[src/rtl/axi4_burst_seq_pkg.sv]
// Shared AXI4 constants, burst encodings, sequencer state and stored-command types.
package axi4_burst_seq_pkg;

  // Width of the in-page offset that address generation operates on (4 KiB page).
  localparam int unsigned AXI4_ADDR_OFT_WIDTH = 12;
  // Widest AXI ID a stored command can carry.
  localparam int unsigned AXI4_MAX_ID_WIDTH   = 16;

  typedef enum logic [1:0] {
    BURST_FIXED = 2'b00,
    BURST_INCR  = 2'b01,
    BURST_WRAP  = 2'b10,
    BURST_RSVD  = 2'b11
  } axi4_burst_e;

  typedef enum logic {
    ST_IDLE  = 1'b0,
    ST_BURST = 1'b1
  } seq_state_e;

  typedef struct packed {
    logic [AXI4_MAX_ID_WIDTH-1:0] id;
    logic [7:0]                   len;
    logic [2:0]                   size;
    axi4_burst_e                  burst;
    logic                         err;
  } seq_cmd_t;

  // A burst is illegal for a bad WRAP length, an oversize beat or the reserved type.
  function automatic logic burst_illegal(input logic [7:0]  len,
                                         input logic [2:0]  size,
                                         input axi4_burst_e burst,
                                         input int unsigned data_bytes);
    logic wrap_bad;
    logic size_bad;
    wrap_bad = (burst == BURST_WRAP) && !(len inside {8'd1, 8'd3, 8'd7, 8'd15});
    size_bad = (32'd1 << size) > data_bytes;
    return wrap_bad || size_bad || (burst == BURST_RSVD);
  endfunction

endpackage

[src/rtl/axi4_burst_seq_if.sv]
// Command and beat channels of the AXI4 burst sequencer.
interface axi4_burst_seq_if #(
  parameter int unsigned ADDR_WIDTH = 32,
  parameter int unsigned ID_WIDTH   = 4
);
  logic                  avalid_i;
  logic                  aready_o;
  logic [ID_WIDTH-1:0]   aid_i;
  logic [ADDR_WIDTH-1:0] aaddr_i;
  logic [7:0]            alen_i;
  logic [2:0]            asize_i;
  logic [1:0]            aburst_i;
  logic                  beat_valid_o;
  logic                  beat_ready_i;
  logic [ADDR_WIDTH-1:0] beat_addr_o;
  logic [ID_WIDTH-1:0]   beat_id_o;
  logic [7:0]            beat_idx_o;
  logic                  beat_last_o;
  logic                  beat_err_o;
  logic                  busy_o;

  // Sequencer side.
  modport slave (
    input  avalid_i, aid_i, aaddr_i, alen_i, asize_i, aburst_i, beat_ready_i,
    output aready_o, beat_valid_o, beat_addr_o, beat_id_o, beat_idx_o,
           beat_last_o, beat_err_o, busy_o
  );

  // Command source / beat consumer side.
  modport master (
    output avalid_i, aid_i, aaddr_i, alen_i, asize_i, aburst_i, beat_ready_i,
    input  aready_o, beat_valid_o, beat_addr_o, beat_id_o, beat_idx_o,
           beat_last_o, beat_err_o, busy_o
  );
endinterface

[src/rtl/axi4_burst_seq_addr_gen.sv]
// Next-beat address on the in-page offset bits for FIXED/INCR/WRAP bursts.
module axi4_addr_gen
  import axi4_burst_seq_pkg::*;
#(
  parameter int unsigned OFT_WIDTH = AXI4_ADDR_OFT_WIDTH
) (
  input  logic [OFT_WIDTH-1:0] addr_i,
  input  logic [7:0]           len_i,
  input  logic [2:0]           size_i,
  input  axi4_burst_e          burst_i,
  output logic [OFT_WIDTH-1:0] next_addr_o
);

  localparam logic [OFT_WIDTH-1:0] ONE = OFT_WIDTH'(1);

  logic [OFT_WIDTH-1:0] bytes;
  logic [OFT_WIDTH-1:0] aligned;
  logic [OFT_WIDTH-1:0] incr;
  logic [OFT_WIDTH-1:0] mask;
  logic [15:0]          wrap_bytes;

  // Align to the beat size, step one beat, and fold into the wrap window for WRAP.
  always_comb begin
    bytes       = ONE << size_i;
    aligned     = addr_i & ~(bytes - ONE);
    incr        = aligned + bytes;
    wrap_bytes  = ({8'd0, len_i} + 16'd1) << size_i;
    mask        = wrap_bytes[OFT_WIDTH-1:0] - ONE;
    next_addr_o = incr;
    case (burst_i)
      BURST_FIXED: next_addr_o = addr_i;
      BURST_INCR:  next_addr_o = incr;
      BURST_WRAP:  next_addr_o = (addr_i & ~mask) | (incr & mask);
      default:     next_addr_o = incr;
    endcase
  end

endmodule

[src/rtl/axi4_burst_seq.sv]
// AXI4 slave burst sequencer: expands one AR/AW command into per-beat addresses.
module axi4_burst_seq
  import axi4_burst_seq_pkg::*;
#(
  parameter int unsigned ADDR_WIDTH = 32,
  parameter int unsigned ID_WIDTH   = 4,
  parameter int unsigned DATA_BYTES = 8
) (
  input  logic             clk_i,
  input  logic             rst_n_i,
  axi4_burst_seq_if.slave  bus
);

  localparam int unsigned OFT_W = AXI4_ADDR_OFT_WIDTH;

  seq_state_e            state_q, state_d;
  logic                  valid_q, valid_d;
  logic [ADDR_WIDTH-1:0] addr_q, addr_d;
  logic [7:0]            idx_q, idx_d;
  seq_cmd_t              cmd_q, cmd_d;

  logic                  beat_hs;
  logic                  beat_last;
  logic                  aready;
  logic                  cmd_acc;
  logic [OFT_W-1:0]      next_oft;
  logic                  unused_id;

  assign beat_last = valid_q && (idx_q == cmd_q.len);
  assign beat_hs   = valid_q && bus.beat_ready_i;
  // Accepting while the last beat retires keeps back-to-back bursts bubble-free.
  assign aready    = (state_q == ST_IDLE) || (beat_hs && beat_last);
  assign cmd_acc   = bus.avalid_i && aready;
  assign unused_id = ^cmd_q.id;

  axi4_addr_gen #(
    .OFT_WIDTH (OFT_W)
  ) u_addr_gen (
    .addr_i      (addr_q[OFT_W-1:0]),
    .len_i       (cmd_q.len),
    .size_i      (cmd_q.size),
    .burst_i     (cmd_q.burst),
    .next_addr_o (next_oft)
  );

  // Next state: accept has priority over retiring the last beat of the current burst.
  always_comb begin
    state_d = state_q;
    valid_d = valid_q;
    addr_d  = addr_q;
    idx_d   = idx_q;
    cmd_d   = cmd_q;
    if (cmd_acc) begin
      state_d                = ST_BURST;
      valid_d                = 1'b1;
      addr_d                 = bus.aaddr_i;
      idx_d                  = '0;
      cmd_d.id               = '0;
      cmd_d.id[ID_WIDTH-1:0] = bus.aid_i;
      cmd_d.len              = bus.alen_i;
      cmd_d.size             = bus.asize_i;
      cmd_d.burst            = axi4_burst_e'(bus.aburst_i);
      cmd_d.err              = burst_illegal(bus.alen_i, bus.asize_i,
                                             axi4_burst_e'(bus.aburst_i), DATA_BYTES);
    end else if (beat_hs && beat_last) begin
      state_d = ST_IDLE;
      valid_d = 1'b0;
    end else if (beat_hs) begin
      idx_d              = idx_q + 8'd1;
      addr_d[OFT_W-1:0]  = next_oft;
    end
  end

  // State and registered beat outputs with synchronous active-low reset.
  always_ff @(posedge clk_i) begin
    if (!rst_n_i) begin
      state_q <= ST_IDLE;
      valid_q <= 1'b0;
      addr_q  <= '0;
      idx_q   <= '0;
      cmd_q   <= '0;
    end else begin
      state_q <= state_d;
      valid_q <= valid_d;
      addr_q  <= addr_d;
      idx_q   <= idx_d;
      cmd_q   <= cmd_d;
    end
  end

  assign bus.aready_o     = aready;
  assign bus.beat_valid_o = valid_q;
  assign bus.beat_addr_o  = addr_q;
  assign bus.beat_id_o    = cmd_q.id[ID_WIDTH-1:0];
  assign bus.beat_idx_o   = idx_q;
  assign bus.beat_last_o  = beat_last;
  assign bus.beat_err_o   = cmd_q.err;
  assign bus.busy_o       = (state_q == ST_BURST);

endmodule

[src/flat_wrapper.sv]
// flat-port wrapper written by rule: the top's interface ports become plain ports
module axi4_burst_seq_flat import axi4_burst_seq_pkg::*;
#(
  parameter int unsigned ADDR_WIDTH = 32,
  parameter int unsigned ID_WIDTH   = 4,
  parameter int unsigned DATA_BYTES = 8
)
  (clk_i, rst_n_i, bus_avalid_i, bus_aid_i, bus_aaddr_i, bus_alen_i, bus_asize_i, bus_aburst_i, bus_beat_ready_i, bus_aready_o, bus_beat_valid_o, bus_beat_addr_o, bus_beat_id_o, bus_beat_idx_o, bus_beat_last_o, bus_beat_err_o, bus_busy_o);
  axi4_burst_seq_if #(.ADDR_WIDTH(ADDR_WIDTH), .ID_WIDTH(ID_WIDTH)) bus_i ();
  input  logic clk_i;
  input  logic rst_n_i;
  input wire logic [$bits(bus_i.avalid_i)-1:0] bus_avalid_i;
  input wire logic [$bits(bus_i.aid_i)-1:0] bus_aid_i;
  input wire logic [$bits(bus_i.aaddr_i)-1:0] bus_aaddr_i;
  input wire logic [$bits(bus_i.alen_i)-1:0] bus_alen_i;
  input wire logic [$bits(bus_i.asize_i)-1:0] bus_asize_i;
  input wire logic [$bits(bus_i.aburst_i)-1:0] bus_aburst_i;
  input wire logic [$bits(bus_i.beat_ready_i)-1:0] bus_beat_ready_i;
  output wire logic [$bits(bus_i.aready_o)-1:0] bus_aready_o;
  output wire logic [$bits(bus_i.beat_valid_o)-1:0] bus_beat_valid_o;
  output wire logic [$bits(bus_i.beat_addr_o)-1:0] bus_beat_addr_o;
  output wire logic [$bits(bus_i.beat_id_o)-1:0] bus_beat_id_o;
  output wire logic [$bits(bus_i.beat_idx_o)-1:0] bus_beat_idx_o;
  output wire logic [$bits(bus_i.beat_last_o)-1:0] bus_beat_last_o;
  output wire logic [$bits(bus_i.beat_err_o)-1:0] bus_beat_err_o;
  output wire logic [$bits(bus_i.busy_o)-1:0] bus_busy_o;
  assign bus_i.avalid_i = bus_avalid_i;
  assign bus_i.aid_i = bus_aid_i;
  assign bus_i.aaddr_i = bus_aaddr_i;
  assign bus_i.alen_i = bus_alen_i;
  assign bus_i.asize_i = bus_asize_i;
  assign bus_i.aburst_i = bus_aburst_i;
  assign bus_i.beat_ready_i = bus_beat_ready_i;
  assign bus_aready_o = bus_i.aready_o;
  assign bus_beat_valid_o = bus_i.beat_valid_o;
  assign bus_beat_addr_o = bus_i.beat_addr_o;
  assign bus_beat_id_o = bus_i.beat_id_o;
  assign bus_beat_idx_o = bus_i.beat_idx_o;
  assign bus_beat_last_o = bus_i.beat_last_o;
  assign bus_beat_err_o = bus_i.beat_err_o;
  assign bus_busy_o = bus_i.busy_o;
  axi4_burst_seq #(.ADDR_WIDTH(ADDR_WIDTH), .ID_WIDTH(ID_WIDTH), .DATA_BYTES(DATA_BYTES)) u_core (.clk_i(clk_i), .rst_n_i(rst_n_i), .bus(bus_i));
endmodule
[config.mk]
export PLATFORM = sky130hd
export DESIGN_NAME = axi4_burst_seq_flat
export DESIGN_NICKNAME = d
export VERILOG_FILES = /design/src/rtl/axi4_burst_seq_pkg.sv /design/src/rtl/axi4_burst_seq_if.sv /design/src/rtl/axi4_burst_seq_addr_gen.sv /design/src/rtl/axi4_burst_seq.sv /design/src/flat_wrapper.sv
export SDC_FILE = /design/constraint.sdc
export NUM_CORES = 1
export LEC_CHECK = 0
export CORE_MARGIN = 1.5
export CORE_UTILIZATION = 52
export CTS_CLUSTER_SIZE = 10
export DETAILED_ROUTE_END_ITERATION = 7
export PLACE_DENSITY_LB_ADDON = 0.25
export SYNTH_ARGS = -nofsm -noshare
export SYNTH_HDL_FRONTEND = slang
export SYNTH_HIERARCHICAL = 1
export SYNTH_SLANG_ARGS = --single-unit
[constraint.sdc]
create_clock -name clk_i -period 4.5 [get_ports clk_i]
set_clock_uncertainty 0.05 [all_clocks]
set_input_delay 0.9 -clock clk_i [delete_from_list [all_inputs] [get_ports clk_i]]
set_output_delay 0.9 -clock clk_i [all_outputs]
set_load 0.005 [all_outputs]
# ---- Word-level counts from Yosys, hierarchy flattened
# Cells that the tools add are included.
dict set report totals {
  reg_bits 59
  latch_bits 0
  ram_bits 0
  mem_bits_ro 0
  input_bits 53
  out_inout_bits 49
  word_cells 59
  n_memories 0
}
dict set report classes {
  add_sub_neg 5
  mul 0
  div 0
  order_cmp 1
  eq_ne 10
  n_shift 3
  muxes 6
  bitwise_logic 9
  reduce_logical 16
}
# operator n
set ops {}
lappend ops {{12-bit AND} 3}
lappend ops {{12-bit 2-to-1 mux} 3}
lappend ops {{32-bit by 4-bit > comparator with 1-bit output, second input constant} 1}
lappend ops {{1-bit by 3-bit left shift with 32-bit output, first input constant} 1}
lappend ops {{12-bit NOT} 2}
lappend ops {{12-bit one-hot mux with 2 select lines} 1}
lappend ops {{12-bit by 1-bit subtractor with 12-bit output, second input constant} 2}
lappend ops {{12-bit adder} 1}
lappend ops {{12-bit OR} 1}
lappend ops {{1-bit by 3-bit left shift with 12-bit output, first input constant} 1}
lappend ops {{9-bit by 3-bit left shift with 12-bit output} 1}
lappend ops {{8-bit by 1-bit adder with 9-bit output, second input constant} 1}
lappend ops {{8-bit by 1-bit adder with 8-bit output, second input constant} 1}
lappend ops {{8-bit by 1-bit == test with 1-bit output, second input constant} 1}
lappend ops {{8-bit by 2-bit == test with 1-bit output, second input constant} 1}
lappend ops {{8-bit by 3-bit == test with 1-bit output, second input constant} 1}
lappend ops {{8-bit by 4-bit == test with 1-bit output, second input constant} 1}
lappend ops {{8-bit == test} 1}
lappend ops {{2-bit == test, second input constant} 3}
lappend ops {{1-bit logical AND} 5}
lappend ops {{2-bit by 1-bit inequality test with 1-bit output, second input constant} 2}
lappend ops {{2-bit nonzero test} 2}
lappend ops {{4-bit nonzero test} 1}
lappend ops {{1-bit logical OR} 3}
lappend ops {{other kinds (7)} 10}

# ---- Logic depth before layout (Yosys ltp)
dict set report logic_depth {
  depth_word 11
  ltp_mapped 17
  depth_no_buf 15
}

# ---- Cells and area by module
# Netlist, hierarchy kept.
# mod instances cells_each area_per_inst_um2 seq_area_each_um2
set modules_own_cells {}
lappend modules_own_cells {axi4_burst_seq 1 335 2834.0 1181.1}
lappend modules_own_cells {axi4_addr_gen 1 296 1963.1 0.0}

# ---- Worst setup path after synthesis
# No wires, ideal clock.
dict set report synth_timing {
  path_kind {register to register}
  from {register u_core/cmd_q[5] (netlist name)}
  to {register u_core.addr_q[11], in the netlist u_core/bus.beat_addr_o[11]}
  setup_time_ns 0.089
  arrival_ns 3.409
  slack_ns 0.952
  stages_incl_launch_ff 16
  period_less_slack_ns 3.548
  cell_sequence {dfxtp_1 clkbuf_1 buf_2 nand2_1 and2_1 ha_1 nand2_1 a2111oi_1 nor2_1 or4b_1 a21oi_1 a31oi_1 nand4_1 nand2_1 mux2_2 a311oi_2}
}
dict set report synth_via {
  elab_chain_cells 11
  elab_cells_between_ends 15
  cone_classes {3 x add/sub; 2 x shift; 4 x mux; 6 x bitwise}
}
# element line
set synth_lines {}
lappend synth_lines {{from (decl)} axi4_burst_seq.sv:20} ;# seq_cmd_t cmd_q, cmd_d;
lappend synth_lines {{from (signal assigned)} axi4_burst_seq.sv:87} ;# cmd_q <= cmd_d;
lappend synth_lines {{1-bit by 3-bit left shift with 12-bit output} axi4_burst_seq_addr_gen.sv:24} ;# bytes = ONE << size_i;
lappend synth_lines {{12-bit by 1-bit subtractor with 12-bit output} axi4_burst_seq_addr_gen.sv:25} ;# aligned = addr_i & ~(bytes - ONE);
lappend synth_lines {{12-bit NOT} axi4_burst_seq_addr_gen.sv:25}
lappend synth_lines {{12-bit AND} axi4_burst_seq_addr_gen.sv:25}
lappend synth_lines {{12-bit adder} axi4_burst_seq_addr_gen.sv:26} ;# incr = aligned + bytes;
lappend synth_lines {{12-bit AND} axi4_burst_seq_addr_gen.sv:33} ;# BURST_WRAP: next_addr_o = (addr_i & ~mask) | (incr & mask);
lappend synth_lines {{12-bit OR} axi4_burst_seq_addr_gen.sv:33}
lappend synth_lines {{12-bit one-hot mux with 2 select lines (*)} axi4_burst_seq_addr_gen.sv:30} ;# case (burst_i)
lappend synth_lines {{named net u_core.next_oft[11]} axi4_burst_seq.sv:26} ;# logic [OFT_W-1:0] next_oft;
lappend synth_lines {{12-bit 2-to-1 mux (*)} axi4_burst_seq.sv:68} ;# end else if (beat_hs) begin
lappend synth_lines {{12-bit 2-to-1 mux (*)} axi4_burst_seq.sv:65} ;# end else if (beat_hs && beat_last) begin
lappend synth_lines {{12-bit 2-to-1 mux (*)} axi4_burst_seq.sv:53} ;# if (cmd_acc) begin
lappend synth_lines {{to (signal assigned)} axi4_burst_seq.sv:85} ;# addr_q <= addr_d;
lappend synth_lines {{to (decl)} axi4_burst_seq.sv:18} ;# logic [ADDR_WIDTH-1:0] addr_q, addr_d;
# The timed path passes the listed nets; every way through them passes the cells marked *. The select of a mux whose other input is x is not followed.
# A chain may end at the register's enable or synchronous reset.

# ---- Worst setup path after layout
dict set report layout_timing {
  from {register u_core/cmd_q[4] (netlist name)}
  to {register u_core.addr_q[10], in the netlist u_core/bus.beat_addr_o[10]}
}
# Same word-level chain as after synthesis.

==> impl_metrics.prom <==
# TYPE chip_impl_metric gauge
chip_impl_metric{name="clk_pin_slew_worst_paths",unit="ns"} 0.09
chip_impl_info{name="synth_top_area_cell",value="sky130_fd_sc_hd__dfxtp_1"} 1
chip_impl_metric{name="synth-edff-count",unit=""} 0
chip_impl_metric{name="synth.distinct_cells",unit=""} 85
chip_impl_metric{name="leakagePower",unit="nW"} 2.11
chip_impl_metric{name="finalSetupViolCount",unit=""} 0
chip_impl_metric{name="drt-initial-drc-count",unit=""} 324
chip_impl_metric{name="num_antenna_cells",unit=""} 0
chip_impl_metric{name="area_share_of_the_largest_cell_type_after_synthesis",unit=""} 0.246
chip_impl_metric{name="synthesis.instances",unit=""} 631
chip_impl_metric{name="vias",unit=""} 5109
chip_impl_metric{name="hold_buffers",unit=""} 0
chip_impl_metric{name="grt_max_degree",unit=""} 51
chip_impl_info{name="type_of_the_worst_min_delay_path",value="reg -> reg"} 1
chip_impl_metric{name="die_area",unit="um2"} 9810
chip_impl_metric{name="ios",unit=""} 102
chip_impl_info{name="worstSetupStartpointType",value="register"} 1
chip_impl_info{name="clock_tree.root_cell",value="sky130_fd_sc_hd__clkbuf_8"} 1
chip_impl_metric{name="wl_per_cell",unit="um"} 17.6
chip_impl_metric{name="wire_length_of_the_first_global_routing_pass",unit="um"} 23700
chip_impl_metric{name="initial_core_util",unit=""} 0.542
chip_impl_metric{name="first_global_vias",unit=""} 4802
chip_impl_metric{name="synth_sequential_area_ratio",unit=""} 0.246
chip_impl_metric{name="io_buffers",unit=""} 101
chip_impl_metric{name="hold_viol_final",unit=""} 0
chip_impl_metric{name="clock-sinks",unit=""} 59
chip_impl_metric{name="chipWidth",unit="um"} 99.0
chip_impl_metric{name="finish.net_count",unit=""} 761
chip_impl_metric{name="groute.usage.overall",unit=""} 0.297
chip_impl_info{name="worstSetupEndpointType",value="register"} 1
chip_impl_metric{name="rows",unit=""} 34
chip_impl_metric{name="number_of_buffers_on_the_longest_clock_path",unit=""} 2
chip_impl_metric{name="route.detailed.vias_per_inst",unit=""} 6.26
chip_impl_metric{name="finalPower",unit="mW"} 1.64
chip_impl_metric{name="final_routed_wirelength_across_all_metal_layers",unit="um"} 14400
chip_impl_metric{name="fp.dieH",unit="um"} 99.0
chip_impl_info{name="critPathKind",value="reg -> reg"} 1
chip_impl_metric{name="routabilityCongestion",unit=""} 1.04
chip_impl_metric{name="synth-simple-area-share",unit=""} 0.284
chip_impl_metric{name="core",unit="um2"} 8850
chip_impl_metric{name="number_of_flip_flops_and_latches_in_the_synthesized_netlist",unit=""} 59
chip_impl_metric{name="synthesis.nets",unit=""} 689
chip_impl_metric{name="ys_async_sr_fraction",unit=""} 0
chip_impl_metric{name="final_layout_size_suffix_gt1_frac",unit=""} 0.113
chip_impl_info{name="ys_top_cells_by_area",value="sky130_fd_sc_hd__dfxtp_1 25%, sky130_fd_sc_hd__nand2_1 10%, sky130_fd_sc_hd__a21oi_1 6.3%"} 1
chip_impl_metric{name="synth_mux_area_frac",unit=""} 0.0553
chip_impl_metric{name="worst_slew_pin_tran",unit="ns"} 1.11
chip_impl_metric{name="antenna_violations_before_repair",unit=""} 0
chip_impl_metric{name="critPathRequiredTime",unit="ns"} 4.65
chip_impl_metric{name="route.antenna.remaining_nets",unit=""} 0
chip_impl_metric{name="fmax",unit="GHz"} 0.252
chip_impl_metric{name="drt_drc_violations_left",unit=""} 0
chip_impl_metric{name="final-max-slew-violation-count",unit=""} 0
chip_impl_metric{name="synth_compound_gate_area_share",unit=""} 0.276
chip_impl_metric{name="irDropWorstVdd",unit="V"} 0.000197
chip_impl_metric{name="synth-adder-area-share",unit=""} 0.0151
chip_impl_metric{name="globalRoute.totalOverflow",unit=""} 0
chip_impl_metric{name="layout_min_cycle_time",unit="ns"} 3.97
chip_impl_metric{name="ctsHtreeMaxLevel",unit=""} 3
chip_impl_info{name="synth_top_family_by_area",value="simple AND/OR/NAND/NOR gates"} 1
chip_impl_metric{name="clkLatencyLatePin",unit="ns"} 0.35
chip_impl_metric{name="area_growth",unit="%"} 24.1
chip_impl_metric{name="layout_worst_path_cycle_share",unit=""} 0.883
chip_impl_metric{name="synth-xor-area-share",unit=""} 0.0519
chip_impl_metric{name="cts-buffers-inserted",unit=""} 9
chip_impl_info{name="run_status",value="complete, no violations"} 1
chip_impl_info{name="grt_setup_unrepaired",value="no"} 1
chip_impl_metric{name="setup-tns-final",unit="ns"} 0
chip_impl_metric{name="path_max_fanout",unit=""} 16
chip_impl_metric{name="remaining_max_slew_budget_at_the_tightest_pin",unit=""} 0.254
chip_impl_metric{name="arrival",unit="ns"} 4.12
chip_impl_metric{name="synth.yosys.warnings",unit=""} 6
chip_impl_metric{name="syn_area_per_cell",unit="um2"} 7.60
chip_impl_metric{name="mappedNetlistArea",unit="um2"} 4800
chip_impl_metric{name="place.detailed.hpwl",unit="um"} 10300
chip_impl_info{name="synth_flop_cell",value="sky130_fd_sc_hd__dfxtp_1"} 1
chip_impl_metric{name="maxCapViolCount",unit=""} 0
chip_impl_metric{name="first_pass_iters",unit=""} 5
chip_impl_info{name="tritoncts",value="built"} 1
chip_impl_metric{name="power.density",unit="nW/um2"} 275
[cells in the mapped netlist (6+ instances only)]
master,n
sky130_fd_sc_hd__xor2_1,8
sky130_fd_sc_hd__nor3_1,10
sky130_fd_sc_hd__buf_6,6
sky130_fd_sc_hd__a2bb2oi_1,12
sky130_fd_sc_hd__mux2_2,14
sky130_fd_sc_hd__nor2_1,39
sky130_fd_sc_hd__buf_4,6
sky130_fd_sc_hd__o21ai_0,13
sky130_fd_sc_hd__buf_2,23
sky130_fd_sc_hd__a31oi_1,8
sky130_fd_sc_hd__or3_1,6
sky130_fd_sc_hd__o31ai_1,6
sky130_fd_sc_hd__nor2b_1,8
sky130_fd_sc_hd__nand4_1,7
sky130_fd_sc_hd__dfxtp_1,59
sky130_fd_sc_hd__clkbuf_1,15
sky130_fd_sc_hd__inv_1,14
sky130_fd_sc_hd__xnor2_1,13
sky130_fd_sc_hd__mux2i_1,7
sky130_fd_sc_hd__nand3_1,13
sky130_fd_sc_hd__a311oi_2,12
sky130_fd_sc_hd__a21oi_1,60
sky130_fd_sc_hd__and2_1,7
sky130_fd_sc_hd__nand2_1,133
[critical path, cell delays in order (launching register included)]
cell and delay, ns:
sky130_fd_sc_hd__dfxtp_1 0.44, sky130_fd_sc_hd__buf_4 0.25, sky130_fd_sc_hd__nor2_1 0.30, sky130_fd_sc_hd__and3_1 0.21, sky130_fd_sc_hd__ha_1 0.28, sky130_fd_sc_hd__maj3_1 0.25
sky130_fd_sc_hd__nand2_1 0.09, sky130_fd_sc_hd__and2_1 0.15, sky130_fd_sc_hd__a311oi_1 0.26, sky130_fd_sc_hd__a21boi_0 0.45, sky130_fd_sc_hd__mux2_2 0.38, sky130_fd_sc_hd__a31oi_1 0.14
sky130_fd_sc_hd__nand4b_1 0.12, sky130_fd_sc_hd__nand2_1 0.09, sky130_fd_sc_hd__a2bb2oi_1 0.21, sky130_fd_sc_hd__a311oi_2 0.12
[cells by family after synthesis]
family,Yosys count
compound gates,177
xor+xnor,25
fa+ha+maj,6
buf+inv,66
flops,59
mux,24
simple gates,274
[stage by stage]
stage          std cells  cell area (um2)  utilization  worst slack (ns)  hold WS, ns
4_1_cts              816             5950        0.673             0.420        0.407
5_1_grt              816             5950        0.673             0.145        0.420
2_1_floorplan        631             4800            -             0.952        0.379
3_5_place_dp         800             5750        0.650             0.457        0.397
3_3_place_gp         800             5750        0.650             0.571        0.387
6_report             816             5950        0.673             0.528        0.403
[sequential cells by signal, indices dropped and copies added, names as in the netlist]
| register | cells |
|---|---|
| u_core/bus.beat_addr_o | 32 |
| u_core/bus.beat_err_o | 1 |
| u_core/bus.beat_id_o | 4 |
| u_core/bus.beat_idx_o | 8 |
| u_core/bus.beat_valid_o | 1 |
| u_core/cmd_q | 13 |
[cell usage in the layout, fill, tap and decap left out, types with 8 or more instances in the layout]
master / synthesis / final
sky130_fd_sc_hd__clkdlybuf4s50_1: 0 / 101
sky130_fd_sc_hd__o21ai_0: 13 / 13
sky130_fd_sc_hd__a21oi_1: 60 / 60
sky130_fd_sc_hd__xor2_1: 8 / 8
sky130_fd_sc_hd__nand3_1: 13 / 13
sky130_fd_sc_hd__inv_1: 14 / 13
sky130_fd_sc_hd__a31oi_1: 8 / 8
sky130_fd_sc_hd__nor2b_1: 8 / 8
sky130_fd_sc_hd__a311oi_2: 12 / 12
sky130_fd_sc_hd__nand2_1: 133 / 133
sky130_fd_sc_hd__nor2_1: 39 / 39
sky130_fd_sc_hd__clkbuf_8: 0 / 9
sky130_fd_sc_hd__xnor2_1: 13 / 13
sky130_fd_sc_hd__a2bb2oi_1: 12 / 12
sky130_fd_sc_hd__buf_4: 6 / 11
sky130_fd_sc_hd__mux2_2: 14 / 14
sky130_fd_sc_hd__dfxtp_1: 59 / 59
sky130_fd_sc_hd__nor3_1: 10 / 10
[repair_timing]
action | in CTS | in global routing
setup endpoints to repair | 0 | 1
setup buffers | 0 | 0
resized for setup | 0 | 1
hold endpoints to repair | 0 | 0
[worst paths after layout]
check	start	endpoint	slack (ns)	depth (start not counted)
min	u_core/bus.beat_id_o[0]	u_core/bus.beat_id_o[0]	0.40	2
min reg2reg	u_core/bus.beat_id_o[0]	u_core/bus.beat_id_o[0]	0.40	2
max reg2reg	u_core/cmd_q[4]	u_core/bus.beat_addr_o[10]	0.53	15
max	u_core/cmd_q[4]	u_core/bus.beat_addr_o[10]	0.53	15
[final cells by class]
class,count,area (um2)
clock buffer,9,124
clock inverter,7,77.6
fill,773,2890
inverter,15,56.3
multi-input combinational,506,3290
sequential,59,1180
tap,108,135
timing repair buffer,112,1090
[layer usage]
metal,vias to the layer above,part of all wire,track usage
li1,2443,-,-
met1,2403,0.43,0.396
met2,226,0.46,0.472
met3,37,0.083,0.0759
met4,0,0.022,0.0879
met5,-,0,0
[power by group]
group	internal [mW]	leakage [nW]	total, mW	switching, mW
Combinational	0.247	1.52	0.505	0.258
Sequential	0.558	0.485	0.626	0.0687
Clock	0.259	0.0998	0.508	0.249
No activity file was read; power rests on OpenSTA's default activity.
==> RTL edit (same flow settings) <==
`ID_WIDTH` is set to 4 in 3 places; all go to 6.
--- a/src/rtl/axi4_burst_seq_if.sv
+++ b/src/rtl/axi4_burst_seq_if.sv
@@ -1,7 +1,7 @@
 // Command and beat channels of the AXI4 burst sequencer.
 interface axi4_burst_seq_if #(
   parameter int unsigned ADDR_WIDTH = 32,
-  parameter int unsigned ID_WIDTH   = 4
+  parameter int unsigned ID_WIDTH   = 6
 );
   logic                  avalid_i;
   logic                  aready_o;
--- a/src/rtl/axi4_burst_seq.sv
+++ b/src/rtl/axi4_burst_seq.sv
@@ -3,7 +3,7 @@
   import axi4_burst_seq_pkg::*;
 #(
   parameter int unsigned ADDR_WIDTH = 32,
-  parameter int unsigned ID_WIDTH   = 4,
+  parameter int unsigned ID_WIDTH   = 6,
   parameter int unsigned DATA_BYTES = 8
 ) (
   input  logic             clk_i,
--- a/src/flat_wrapper.sv
+++ b/src/flat_wrapper.sv
@@ -2,7 +2,7 @@
 module axi4_burst_seq_flat import axi4_burst_seq_pkg::*;
 #(
   parameter int unsigned ADDR_WIDTH = 32,
-  parameter int unsigned ID_WIDTH   = 4,
+  parameter int unsigned ID_WIDTH   = 6,
   parameter int unsigned DATA_BYTES = 8
 )
   (clk_i, rst_n_i, bus_avalid_i, bus_aid_i, bus_aaddr_i, bus_alen_i, bus_asize_i, bus_aburst_i, bus_beat_ready_i, bus_aready_o, bus_beat_valid_o, bus_beat_addr_o, bus_beat_id_o, bus_beat_idx_o, bus_beat_last_o, bus_beat_err_o, bus_busy_o);
Ports: changed (resized bus_aid_i and bus_beat_id_o); port bits go from 102 to 106. The function was not compared with the original's and may differ.
==> RTL edit against the original RTL <==
  * Wire length rose by 9.0%
  * Largest power group unchanged
  * Critical path type unchanged
  * Sequential cell count rose by 2
  * Global-route usage up 1.6 points
  * Worst setup slack worse by 64 ps
  * Core utilization decreased by 1.5 points
  * Cell area is 1.1% higher
  * Power grew 1.8%
  * Area after synthesis rose by 1.8%
==> RTL edit: results (changes against the original RTL) <==
INFO  metric result_of_the_run = complete, no violations
INFO  metric post_synth.cell_area_avg = 7.39 um^2 (-2.8%)
INFO  metric peakVddDrop = 0.000236 V (+20%)
INFO  metric post-place-cells = 827 (+3.4%)
INFO  metric num-fill-cells = 771 (-0.26%)
INFO  metric synth_sequential_area_ratio = 25.0% (+0.38 points)
INFO  metric max_clock_freq = 0.248 GHz (-1.6%)
INFO  metric largest_fanout_on_the_critical_path = 14 (-2)
INFO  metric power.static_leakage = 2.15 nW (+2.1%)
INFO  metric share_of_the_synthesized_area_in_the_top_cell_type = 25.0% (+0.38 points)
INFO  metric worstSetupStartpoint = u_core/cmd_q[6]
INFO  metric rrSetupSlack = 460 ps (-60 ps)
INFO  metric synth-compound-area-share = 29.9% (+2.4 points)
INFO  metric count_of_routing_violations_after_the_opening_detailed_route_iteration = 565 (+74%)
INFO  metric clock_edge_transition_at_the_registers_on_the_reported_setup_and_hold_paths = 70 ps (-20 ps)
INFO  metric netlist-cell-type-count = 84 (-1.2%)
INFO  metric timing_worst_slew_pin_value = 927 ps (-187 ps)
INFO  metric port_buffers = 105 (+4.0%)
INFO  metric power_clock = 0.000425 W (-16%)
INFO  metric final_nets = 787 (+3.4%)
INFO  metric place.detailed.hpwl = 11000 um (+6.4%)
INFO  metric postPlaceCellArea = 0.00585 mm^2 (+1.8%)
INFO  metric place_worst_setup_slack = 620 ps (+163 ps)
INFO  metric synth.net_count = 721 (+4.6%)
INFO  metric power_report.internal_total = 0.00107 W (+0.12%)
INFO  metric worst_r2r_path_depth = 13 (-2)
INFO  metric via_per_inst = 6.55 (+4.6%)
INFO  metric final_layout_size_suffix_gt1_share = 6.85% (-4.5 points)
INFO  metric synth_xor_area_share = 4.84% (-0.35 points)
INFO  metric power.share.switching = 36.2% (+1.1 points)
[RTL edit: logic make-up (layout without fill, tap and decap cells)]
kind of cell,after synthesis,in the layout
AO/OA/AOI/OAI,201,201
XOR/XNOR,27,27
buffers and inverters,75,144
AND/OR/NAND/NOR,279,279
multiplexers,12,12
flip-flops,61,61
adder cells (fa/ha/maj),6,6
[RTL edit: layout make-up]
class,count,area (um^2),area share (%)
sequential,61,1220,20.3
inverter,14,52.6,0.873
tap,111,139,2.31
multi-input combinational,525,3310,54.9
clock inverter,2,10.0,0.166
timing repair buffer,116,1130,18.8
clock buffer,12,155,2.58
[RTL edit: layer usage]
metal  vias up  share of wire, %  track usage (%)
met5         -                 0                0
met4         0               3.6             15.3
met3        67                11             7.87
met2       338                46             50.3
met1      2556                40             38.9
li1       2548                 -                -
[RTL edit: worst max-delay path: cells and delay by family (launching register included)]
kind,cells,cell delay (ps)
DFF,1,620
AOI/OAI and AO/OA,7,1620
and+or+nand+nor,4,860
xor gates and xnor gates,1,220
adders and majority gates,1,520
